<file path="src/rtl/ex_pkg.sv">
`default_nettype none
// ============================================================================
// Module   : ex_pkg
// Purpose  : Shared encodings for the execute stage: ALU op codes, multiply
//            op codes and the multiplier sequencer states.
// Revision : 1.0 - initial release
// ============================================================================
package ex_pkg;

  // ALU operation codes; 11..15 are unassigned and yield zero
  localparam logic [3:0] ALU_ADD    = 4'd0;
  localparam logic [3:0] ALU_SUB    = 4'd1;
  localparam logic [3:0] ALU_SLL    = 4'd2;
  localparam logic [3:0] ALU_SLT    = 4'd3;
  localparam logic [3:0] ALU_SLTU   = 4'd4;
  localparam logic [3:0] ALU_XOR    = 4'd5;
  localparam logic [3:0] ALU_SRL    = 4'd6;
  localparam logic [3:0] ALU_SRA    = 4'd7;
  localparam logic [3:0] ALU_OR     = 4'd8;
  localparam logic [3:0] ALU_AND    = 4'd9;
  localparam logic [3:0] ALU_PASS_B = 4'd10;

  // RV32M multiply flavours
  localparam logic [1:0] MUL_OP_MUL    = 2'b00;
  localparam logic [1:0] MUL_OP_MULH   = 2'b01;
  localparam logic [1:0] MUL_OP_MULHSU = 2'b10;
  localparam logic [1:0] MUL_OP_MULHU  = 2'b11;

  // Execute-stage sequencer states
  typedef enum logic [1:0] {
    ST_IDLE = 2'd0,
    ST_MUL  = 2'd1,
    ST_DONE = 2'd2
  } state_e;

endpackage
`default_nettype wire

</file>
<file path="src/rtl/ex_stage_pipe_alu.sv">
`default_nettype none
// ============================================================================
// Module   : alu_param
// Purpose  : Purely combinational XLEN-wide ALU. Shifts use the low
//            log2(XLEN) bits of op_b; arithmetic wraps modulo 2^XLEN.
// Revision : 1.0 - initial release
// ============================================================================
module alu_param
  import ex_pkg::*;
#(
  parameter int XLEN = 32
) (
  input  logic [3:0]      alu_sel,
  input  logic [XLEN-1:0] op_a,
  input  logic [XLEN-1:0] op_b,
  output logic [XLEN-1:0] result
);

  localparam int SHW = $clog2(XLEN);

  logic [SHW-1:0] shamt;
  logic           lt_signed;
  logic           lt_unsigned;

  assign shamt       = op_b[SHW-1:0];
  assign lt_signed   = $signed(op_a) < $signed(op_b);
  assign lt_unsigned = op_a < op_b;

  // Operation select; unassigned codes fall through to zero
  always_comb begin
    result = '0;
    case (alu_sel)
      ALU_ADD:    result = op_a + op_b;
      ALU_SUB:    result = op_a - op_b;
      ALU_SLL:    result = op_a << shamt;
      ALU_SLT:    result = {{(XLEN-1){1'b0}}, lt_signed};
      ALU_SLTU:   result = {{(XLEN-1){1'b0}}, lt_unsigned};
      ALU_XOR:    result = op_a ^ op_b;
      ALU_SRL:    result = op_a >> shamt;
      ALU_SRA:    result = $unsigned($signed(op_a) >>> shamt);
      ALU_OR:     result = op_a | op_b;
      ALU_AND:    result = op_a & op_b;
      ALU_PASS_B: result = op_b;
      default:    result = '0;
    endcase
  end

endmodule
`default_nettype wire

</file>
<file path="src/rtl/ex_stage_pipe.sv">
`default_nettype none
// ============================================================================
// Module   : ex_stage_pipe
// Purpose  : Registered execute stage with valid/ready on both sides.
//            ALU ops complete in one cycle; multiplies run an XLEN-step
//            radix-2 shift-add on magnitudes, then fix the sign in DONE.
//            The result register holds until downstream accepts it.
// Revision : 1.0 - initial release
// ============================================================================
module ex_stage_pipe
  import ex_pkg::*;
#(
  parameter int XLEN   = 32,
  parameter int MUL_EN = 1
) (
  input  logic            clk,
  input  logic            rst_n,
  input  logic            flush,
  input  logic            in_valid,
  output logic            in_ready,
  input  logic [3:0]      alu_sel,
  input  logic            is_mul,
  input  logic [1:0]      mul_op,
  input  logic [XLEN-1:0] data_A,
  input  logic [XLEN-1:0] data_B,
  input  logic [XLEN-1:0] immediate,
  input  logic [XLEN-1:0] pc,
  input  logic            mux_A_sel,
  input  logic            mux_B_sel,
  output logic            out_valid,
  input  logic            out_ready,
  output logic [XLEN-1:0] data_out
);

  localparam int              CNT_W       = $clog2(XLEN);
  localparam logic [CNT_W-1:0] CNT_LAST   = CNT_W'(XLEN - 1);
  localparam bit              MUL_PRESENT = (MUL_EN != 0);

  // Registered state
  state_e              state_q,     state_d;
  logic                out_valid_q, out_valid_d;
  logic [XLEN-1:0]     data_out_q,  data_out_d;
  logic [XLEN-1:0]     mcand_q,     mcand_d;
  logic [2*XLEN-1:0]   acc_q,       acc_d;
  logic [CNT_W-1:0]    cnt_q,       cnt_d;
  logic                neg_q,       neg_d;
  logic                hi_q,        hi_d;

  // Combinational helpers
  logic [XLEN-1:0]   op_a;
  logic [XLEN-1:0]   op_b;
  logic [3:0]        alu_op;
  logic [XLEN-1:0]   alu_result;
  logic              mul_req;
  logic              out_free;
  logic              accept;
  logic              a_neg;
  logic              b_neg;
  logic [XLEN-1:0]   a_abs;
  logic [XLEN-1:0]   b_abs;
  logic [XLEN:0]     step_sum;
  logic [2*XLEN-1:0] prod_fixed;
  logic [XLEN-1:0]   mul_result;

  assign op_a     = mux_A_sel ? pc : data_A;
  assign op_b     = mux_B_sel ? immediate : data_B;
  // Without a multiplier a multiply request degrades to ADD on the muxed operands
  assign alu_op   = is_mul ? ALU_ADD : alu_sel;
  assign mul_req  = is_mul && MUL_PRESENT;

  assign out_free = !out_valid_q || out_ready;
  assign in_ready = (state_q == ST_IDLE) && !flush && out_free;
  assign accept   = in_valid && in_ready;

  // Magnitudes of the raw register operands per the op's signedness
  assign a_neg = ((mul_op == MUL_OP_MULH) || (mul_op == MUL_OP_MULHSU)) && data_A[XLEN-1];
  assign b_neg = (mul_op == MUL_OP_MULH) && data_B[XLEN-1];
  assign a_abs = a_neg ? -data_A : data_A;
  assign b_abs = b_neg ? -data_B : data_B;

  // One shift-add step: add multiplicand into the upper half when the current
  // multiplier bit (acc LSB) is set, then shift the whole accumulator right.
  assign step_sum   = {1'b0, acc_q[2*XLEN-1:XLEN]} + (acc_q[0] ? {1'b0, mcand_q} : '0);
  assign prod_fixed = neg_q ? -acc_q : acc_q;
  assign mul_result = hi_q ? prod_fixed[2*XLEN-1:XLEN] : prod_fixed[XLEN-1:0];

  assign out_valid = out_valid_q;
  assign data_out  = data_out_q;

  alu_param #(
    .XLEN (XLEN)
  ) u_alu (
    .alu_sel (alu_op),
    .op_a    (op_a),
    .op_b    (op_b),
    .result  (alu_result)
  );

  // Next-state: sequencer, result register and multiplier datapath
  always_comb begin
    state_d     = state_q;
    out_valid_d = out_valid_q;
    data_out_d  = data_out_q;
    mcand_d     = mcand_q;
    acc_d       = acc_q;
    cnt_d       = cnt_q;
    neg_d       = neg_q;
    hi_d        = hi_q;

    // A held result retires whenever downstream takes it; a new load overrides
    if (out_ready) begin
      out_valid_d = 1'b0;
    end

    if (flush) begin
      out_valid_d = 1'b0;
      state_d     = ST_IDLE;
    end else begin
      case (state_q)
        ST_IDLE: begin
          if (accept) begin
            if (mul_req) begin
              mcand_d = a_abs;
              acc_d   = {{XLEN{1'b0}}, b_abs};
              cnt_d   = '0;
              neg_d   = a_neg ^ b_neg;
              hi_d    = (mul_op != MUL_OP_MUL);
              state_d = ST_MUL;
            end else begin
              data_out_d  = alu_result;
              out_valid_d = 1'b1;
            end
          end
        end
        ST_MUL: begin
          acc_d = {step_sum, acc_q[XLEN-1:1]};
          cnt_d = cnt_q + CNT_W'(1);
          if (cnt_q == CNT_LAST) begin
            state_d = ST_DONE;
          end
        end
        ST_DONE: begin
          // Wait here if an older result is still stalled downstream
          if (out_free) begin
            data_out_d  = mul_result;
            out_valid_d = 1'b1;
            state_d     = ST_IDLE;
          end
        end
        default: begin
          state_d = ST_IDLE;
        end
      endcase
    end
  end

  // State registers with asynchronous active-low reset
  always_ff @(posedge clk or negedge rst_n) begin
    if (!rst_n) begin
      state_q     <= ST_IDLE;
      out_valid_q <= 1'b0;
      data_out_q  <= '0;
      mcand_q     <= '0;
      acc_q       <= '0;
      cnt_q       <= '0;
      neg_q       <= 1'b0;
      hi_q        <= 1'b0;
    end else begin
      state_q     <= state_d;
      out_valid_q <= out_valid_d;
      data_out_q  <= data_out_d;
      mcand_q     <= mcand_d;
      acc_q       <= acc_d;
      cnt_q       <= cnt_d;
      neg_q       <= neg_d;
      hi_q        <= hi_d;
    end
  end

endmodule
`default_nettype wire

</file>
<file path="config.mk">
export PLATFORM = sky130hd
export DESIGN_NAME = ex_stage_pipe
export DESIGN_NICKNAME = d
export VERILOG_FILES = /design/src/rtl/ex_pkg.sv /design/src/rtl/ex_stage_pipe_alu.sv /design/src/rtl/ex_stage_pipe.sv
export SDC_FILE = /design/constraint.sdc
export NUM_CORES = 1
export LEC_CHECK = 0
export BUFFER_PORTS_ARGS = -buffer_cell sky130_fd_sc_hd__buf_2
export CAP_MARGIN = 5
export CORE_AREA = 4 4 217 219
export DETAILED_ROUTE_END_ITERATION = 16
export DIE_AREA = 0 0 221 223
export PLACE_DENSITY = 0.67
export SETUP_SLACK_MARGIN = 0.05
export SLEW_MARGIN = 20
export SYNTH_ARGS = -nofsm -noshare
export SYNTH_HDL_FRONTEND = slang
export SYNTH_SLANG_ARGS = --single-unit
</file>
<file path="constraint.sdc">
create_clock -name clk -period 3.25 [get_ports clk]
set_input_delay 0.325 -clock clk [delete_from_list [all_inputs] [get_ports clk]]
set_output_delay 0.325 -clock clk [all_outputs]
set_load 0.01 [all_outputs]
</file>
---- After elaboration in Yosys (flattened, before gate mapping) ----
Index checks and enable logic that the tools add are counted.
word-level totals
  register bits after elaboration ......... 138
  bits in latches ......................... 0
  memory bits (writable) .................. 0
  ROM bits ................................ 0
  input port bits ......................... 142
  output and inout bits ................... 34
  logic and storage cells ................. 97
  memories ................................ 0
operators by class
  add/subtract/negate cells ............... 7
  multipliers ............................. 0
  divide/modulo/power cells ............... 0
  order comparisons ....................... 2
  equality and inequality tests ........... 23
  shift operators ......................... 3
  mux-type cells .......................... 31
  bitwise gates (word level) .............. 5
  reductions and logical operators ........ 18
operators with widths
  kind                                            count
  one-hot mux 32 bit (11 select lines)            1
  2-to-1 mux 32 bit                               9
  2-to-1 mux 64 bit                               3
  one-hot mux 64 bit (2 select lines)             1
  less-than comparator 32 bit                     2
  negation 32 bit                                 2
  negation 64 bit                                 1
  one-hot mux 32 bit (2 select lines)             1
  adder 32 x 32 -> 33 bit                         1
  adder 32 bit                                    1
  bitwise AND 32 bit                              1
  bitwise OR 32 bit                               1
  << shifter 32 x 5 -> 32 bit                     1
  right shift 32 x 5 -> 32 bit                    1
  >>> shifter 32 x 5 -> 32 bit                    1
  subtractor 32 bit                               1
  XOR 32 bit                                      1
  == test 4 x 3 -> 1 bit (second input constant)  4
  == test 4 bit (second input constant)           3
  inequality test 3 bit (second input constant)   4
  AND reduction 4 bit                             3
  2-to-1 mux 2 bit                                5
  2-to-1 mux 5 bit                                2
  one-hot mux 5 bit (2 select lines)              1
  20 further kinds                                38

---- Depth between registers and ports, before layout ----
  depth after elaboration ................. 7
  gate-level depth with buffers ........... 18
  gate-level depth less buffers ........... 14

---- By module ----
A second synthesis with hierarchy kept.
second synthesis, totals
  cells, all modules ...................... 2723
  area, all modules ....................... 20154.3 µm²
modules (own cells, without submodules)
  module         times used  cells an instance  area each (µm²)  seq. area each (µm²)
  ex_stage_pipe  1           1342               11222.0          3453.3
  alu_param      1           1381               8932.3           0.0

---- Worst setup path before layout ----
No wires, ideal clock.
  kind .................................... in2reg
  start point ............................. in mux_B_sel
  end point ............................... reg data_out_q[29] (netlist: data_out[29])
  library setup time ...................... 0.077 ns
  data arrival time ....................... 4.402 ns
  required time ........................... 3.173 ns
  setup slack ............................. -1.229 ns
  stages on the path ...................... 17
  buffers on the path ..................... 6
  cells stage by stage .................... buf_2 -> mux2i_1 -> clkbuf_1 -> clkbuf_1 -> buf_2 -> buf_2 -> ha_1 -> clkbuf_1 -> o211ai_1 -> o211ai_1 -> a221oi_1 -> o211ai_1 -> a41oi_1 -> o21ai_0 -> a211o_1 -> a32o_1 -> a21oi_1
on the way
  longest elaborated chain between the ends .. 6
  elaborated cells on any way between the ends .. 13
  classes of those cells .................. add/sub: 2; shift: 3; mux: 5; bitwise: 3
RTL lines
  item                                       RTL line                 text
  start: declaration                         ex_stage_pipe.sv:29      input logic mux_B_sel,
  2-to-1 mux 32 bit *                        ex_stage_pipe.sv:66      assign op_b = mux_B_sel ? immediate : data_B;
  subtractor 32 bit (tied with other cells)  ex_stage_pipe_alu.sv:34  ALU_SUB: result = op_a - op_b;
  one-hot mux 32 bit (11 select lines) *     ex_stage_pipe_alu.sv:32  case (alu_sel)
  2-to-1 mux 32 bit *                        ex_stage_pipe.sv:122     if (mul_req) begin
  2-to-1 mux 32 bit *                        ex_stage_pipe.sv:121     if (accept) begin
  one-hot mux 32 bit (2 select lines) *      ex_stage_pipe.sv:119     case (state_q)
  end signal: assignment                     ex_stage_pipe.sv:171     data_out_q <= data_out_d;
  end: declaration                           ex_stage_pipe.sv:42      logic [XLEN-1:0] data_out_q, data_out_d;
Every way passes the cells marked *; elsewhere a longest branch is shown, timed or not. The select of a mux whose other input is x is not followed.
A chain may end at the register's enable or synchronous reset.

---- Final worst setup path ----
  start point ............................. reg acc_q[0]
  end point ............................... reg acc_q[61]
on the way
  longest elaborated chain between the ends .. 3
RTL lines
  item                                 RTL line              text
  start: declaration                   ex_stage_pipe.sv:44   logic [2*XLEN-1:0] acc_q, acc_d;
  start signal: assignment             ex_stage_pipe.sv:164  acc_q <= '0;
  start signal: assignment             ex_stage_pipe.sv:173  acc_q <= acc_d;
  2-to-1 mux 32 bit                    ex_stage_pipe.sv:83   assign step_sum = {1'b0, acc_q[2*XLEN-1:XLEN]} + (acc_q[0] ? {1'b0, mcand_q} : '0);
  adder 32 x 32 -> 33 bit              ex_stage_pipe.sv:83
  one-hot mux 64 bit (2 select lines)  ex_stage_pipe.sv:119
No other way between the ends.

==> results.md <==
- Status: finished, violations left
- Failing checks: setup timing
- Worst hold path class: input pin to register
- Pwr per Cell Area: 393.1 nW/µm²
- Worst-path maximum fanout: 4
- CP endpoint kind: register
- IO buf count: 175
- R2R Path Start: acc_q[0]
- Critical path type: register to register
- Worst slew pin tran: 0.9036 ns
- I/O pin count: 176
- Die Wd: 221 µm
- CP Depth: 13
- Share of power burned in registers: 21.0%
- Final hold violation count: 0
- Placed inst area: 27760 µm²
- Sequential fraction of the synthesis area: 17.10%
- Multi-input gate area: 17220 µm²
- Most used cell along the critical path: a21o_1
- Initial antenna violation count: 4
- Reg2reg path depth: 13
- Most used flip-flop cell after synthesis: dfrtp_1
- Register Area: 3457 µm²
- Clk pwr share: 17.5%
- Setup violators final: 5
- Min cycle time layout: 3.400 ns
- H-tree Lvls: 4
- Syn Inst Count: 2760
- Root Buffer: clkbuf_16
- Die Y: 223 µm
- Seq cells post-synth: 138
- First-pass GRT wire length: 174800 µm
- Maximum clock insertion buffer count: 2
- CP peak stage delay: 0.46 ns
- Setup crit end: acc_q[61]
- Rows: 78
- Vias in the first global route: 27090
- Slowest cell on crit path: dfrtp_2
- Final Max Tran Viols: 0
- Rel. slew slack: 39.61%
- Combinational share of power: 61.6%
- Internal Pwr Total: 0.006450 W
- Critical Path Source Type: register
- TritonCTS clock tree: built
- R2R setup slack: -0.15 ns
- Worst flop-to-flop path endpoint: acc_q[61]
- Crit path buf inv count: 1
- Fin crit share: 104.6%
- Finished Cell Area: 30510 µm²
- Vias: 28090
- Place WS: -0.9013 ns
- Layout area overhead: 51.13%
- RSZ-0062 raised after global routing: yes
- Final Skew: 0.01622 ns
- Post-Syn Area: 20190 µm²
- # fillers: 3749
- Post-synth EDFFs: 0
- Initial DRC count: 3462
- Asr flop ratio synth: 100.0%
- CP delay by family, top: compound AO/OA/AOI/OAI gates
- Leakage Power: 14.18 nW
- DR vias/cell: 6.589
- Wire per inst: 28.93 µm
- Crit path arrival time: 3.75 ns
- Clock Pin Slew Worst Setup and Hold Paths: 0.08 ns
- Gr ovfl total: 0
- Post-Synthesis Mean Instance Area: 7.315 µm²
- CTS buffer count: 17
- CTS sink count: 138
- Yosys warning count: 0
- Mapped Nets: 3048
- WP data required: 3.60 ns
- Worst path cell trace: and2_4 -> ha_4 -> fa_2 -> a21o_1 -> a221oi_4 -> o21a_1 -> o211ai_1 -> a21o_1 -> a221o_1 -> buf_6 -> o41ai_4 -> nand2b_1 -> a32o_1
- Nets: 3938
- Core area: 45090 µm²
- Switch Pwr: 0.005544 W
- Placer Congestion: 1.156
- FMAX: 294.1 MHz
- Share of layout cells above drive strength 1: 38.18%
- Final WL: 123300 µm
- Worst VDD drop: 0.4074 mV
- ANT nets after route: 0
- Post-synthesis cell type count: 90
- Detailed Routing Iterations Pass 1: 8
- Non-Filler Instances: 4263
- Placed Instances: 4166
- Final worst setup slack: -0.1500 ns
- Max-cap violations: 0
- Initial Util: 44.78%
- DRC viols: 0
- Start point of the critical path: acc_q[0]
- Clock Latency Late Sink: 0.46 ns
- HPWL Detailed: 96390 µm
- GRT Total Usage: 46.68%
- Sw frac: 46.23%
- Die ar.: 49280 µm²
- Setup TNS: -0.4915 ns
- Pin count of the biggest net entering global routing: 60
==> worst reg2reg max path, stage by stage, from the launching register on <==
cell      delay (ns)
dfrtp_2         0.46
and2_4          0.18
ha_4            0.16
fa_2            0.34
a21o_1          0.22
a221oi_4        0.27
o21a_1          0.19
o211ai_1        0.10
a21o_1          0.23
a221o_1         0.35
buf_6           0.16
o41ai_4         0.26
nand2b_1        0.10
a32o_1          0.26
==> metrics by stage <==
step | hold slack [ns] | power [W] | utilization, %
2_1_floorplan | 0.02941 | 0.005635 | -
5_1_grt | 0.1836 | 0.01241 | 67.67
3_3_place_gp | 0.3044 | 0.008838 | 61.57
3_5_place_dp | 0.3009 | 0.008956 | 61.57
6_report | 0.1524 | 0.01199 | 67.67
4_1_cts | 0.1433 | 0.01136 | 65.45
==> registers in the layout, summed over array words and instances, names as in the netlist <==
name and cells:
mcand_q 32, hi_q 1, out_valid 1, state_q 2, cnt_q 5, neg_q 1, acc_q 64, data_out 32
==> cell families (layout without fill, tap and decap cells) <==
logic type,count (synthesis),count (layout),synth area share [%]
AOI/OAI and AO/OA,929,929,29.75
xor gates and xnor gates,143,143,6.204
and+or+nand+nor,877,877,20.31
other,0,1,0
adders and majority gates,146,146,9.160
DFF,138,138,17.10
muxes,224,224,11.56
buffers and inverters,303,1205,5.906
==> timing repair <==
item / 4_1_cts / 5_1_grt
hold endpoints to repair: 48 / 0
buffers inserted: 47 / 22
pin swaps: 76 / 101
cloned: 2 / 0
resized for setup: 147 / 177
hold buffers: 1 / 0
endpoints found under the setup margin: 37 / 40
==> power groups by stage <==
stage          clock network [W]  registers (W)  logic, W
6_report                 0.00210        0.00252   0.00738
5_1_grt                  0.00216        0.00254   0.00771
3_5_place_dp                   0        0.00250   0.00646
3_3_place_gp                   0        0.00248   0.00636
2_1_floorplan                  0        0.00239   0.00324
4_1_cts                  0.00208        0.00248   0.00680
==> per-layer routing <==
layer / global-route usage (%) / up-vias / part of all wire [%]
li1: - / 11960 / -
met1: 54.75 / 13420 / 35
met2: 73.07 / 2050 / 43
met3: 9.605 / 655 / 10
met4: 39.74 / 0 / 12
met5: 0 / - / 0
==> cells in the mapped netlist (all sizes together), types with 39 or more instances <==
cell type	n	share of area (%)
nand2	276	5.1
nor2	276	5.1
a21oi	246	6.1
o21ai	238	5.9
mux2i	187	9.3
clkbuf	145	2.7
ha	143	8.9
dfrtp	138	17
inv	119	2.2
xor2	78	3.4
xnor2	65	2.8
a211oi	53	2.0
nor3	51	1.3
o22ai	50	1.5
nand3	46	1.1
o211ai	44	1.6
and2	42	1.3
o31ai	42	1.7
buf	39	1.0
==> cell usage in the layout (no fill, tap or decap), types with 17 or more instances in the layout <==
cell,count
and2_1,39
ha_1,107
and3_1,20
a221oi_1,22
mux2i_1,156
buf_12,26
dfrtp_1,135
mux2_2,29
nand4_1,22
nand2_1,274
a31oi_1,24
xor2_1,75
nand2b_1,25
a211oi_1,39
buf_2,172
a21o_1,29
ha_4,23
a21oi_2,24
o31ai_1,31
o211ai_1,44
buf_6,40
inv_1,99
or3_1,21
o21ai_1,34
nor4_1,21
mux2i_4,19
xnor2_1,62
buf_4,812
nor3_1,49
o22ai_1,45
clkbuf_16,17
a21oi_1,219
o21ai_0,190
nor2_1,265
nand3_1,42
==> worst min-delay path by stage <==
stage	cells after the start	slack, ns	end	startpoint
after floorplan	0	0.03	acc_q[0]	rst_n
after global placement	1	0.30	acc_q[56]	rst_n
after detailed placement	1	0.30	acc_q[55]	rst_n
after CTS	2	0.14	out_valid	flush
after global routing	2	0.18	out_valid	flush
final	2	0.15	out_valid	flush
==> cell type report <==
type	count	share of cell area [%]
Antenna cell	1	0.008201
Clock buffer	17	1.394
Clock inverter	14	0.5782
Inverter	119	1.534
Multi-Input combinational cell	2319	56.44
Sequential cell	138	11.33
Tap cell	600	2.460
Timing Repair Buffer	1055	26.25
Note: power is estimated with default switching activity, not from simulation.
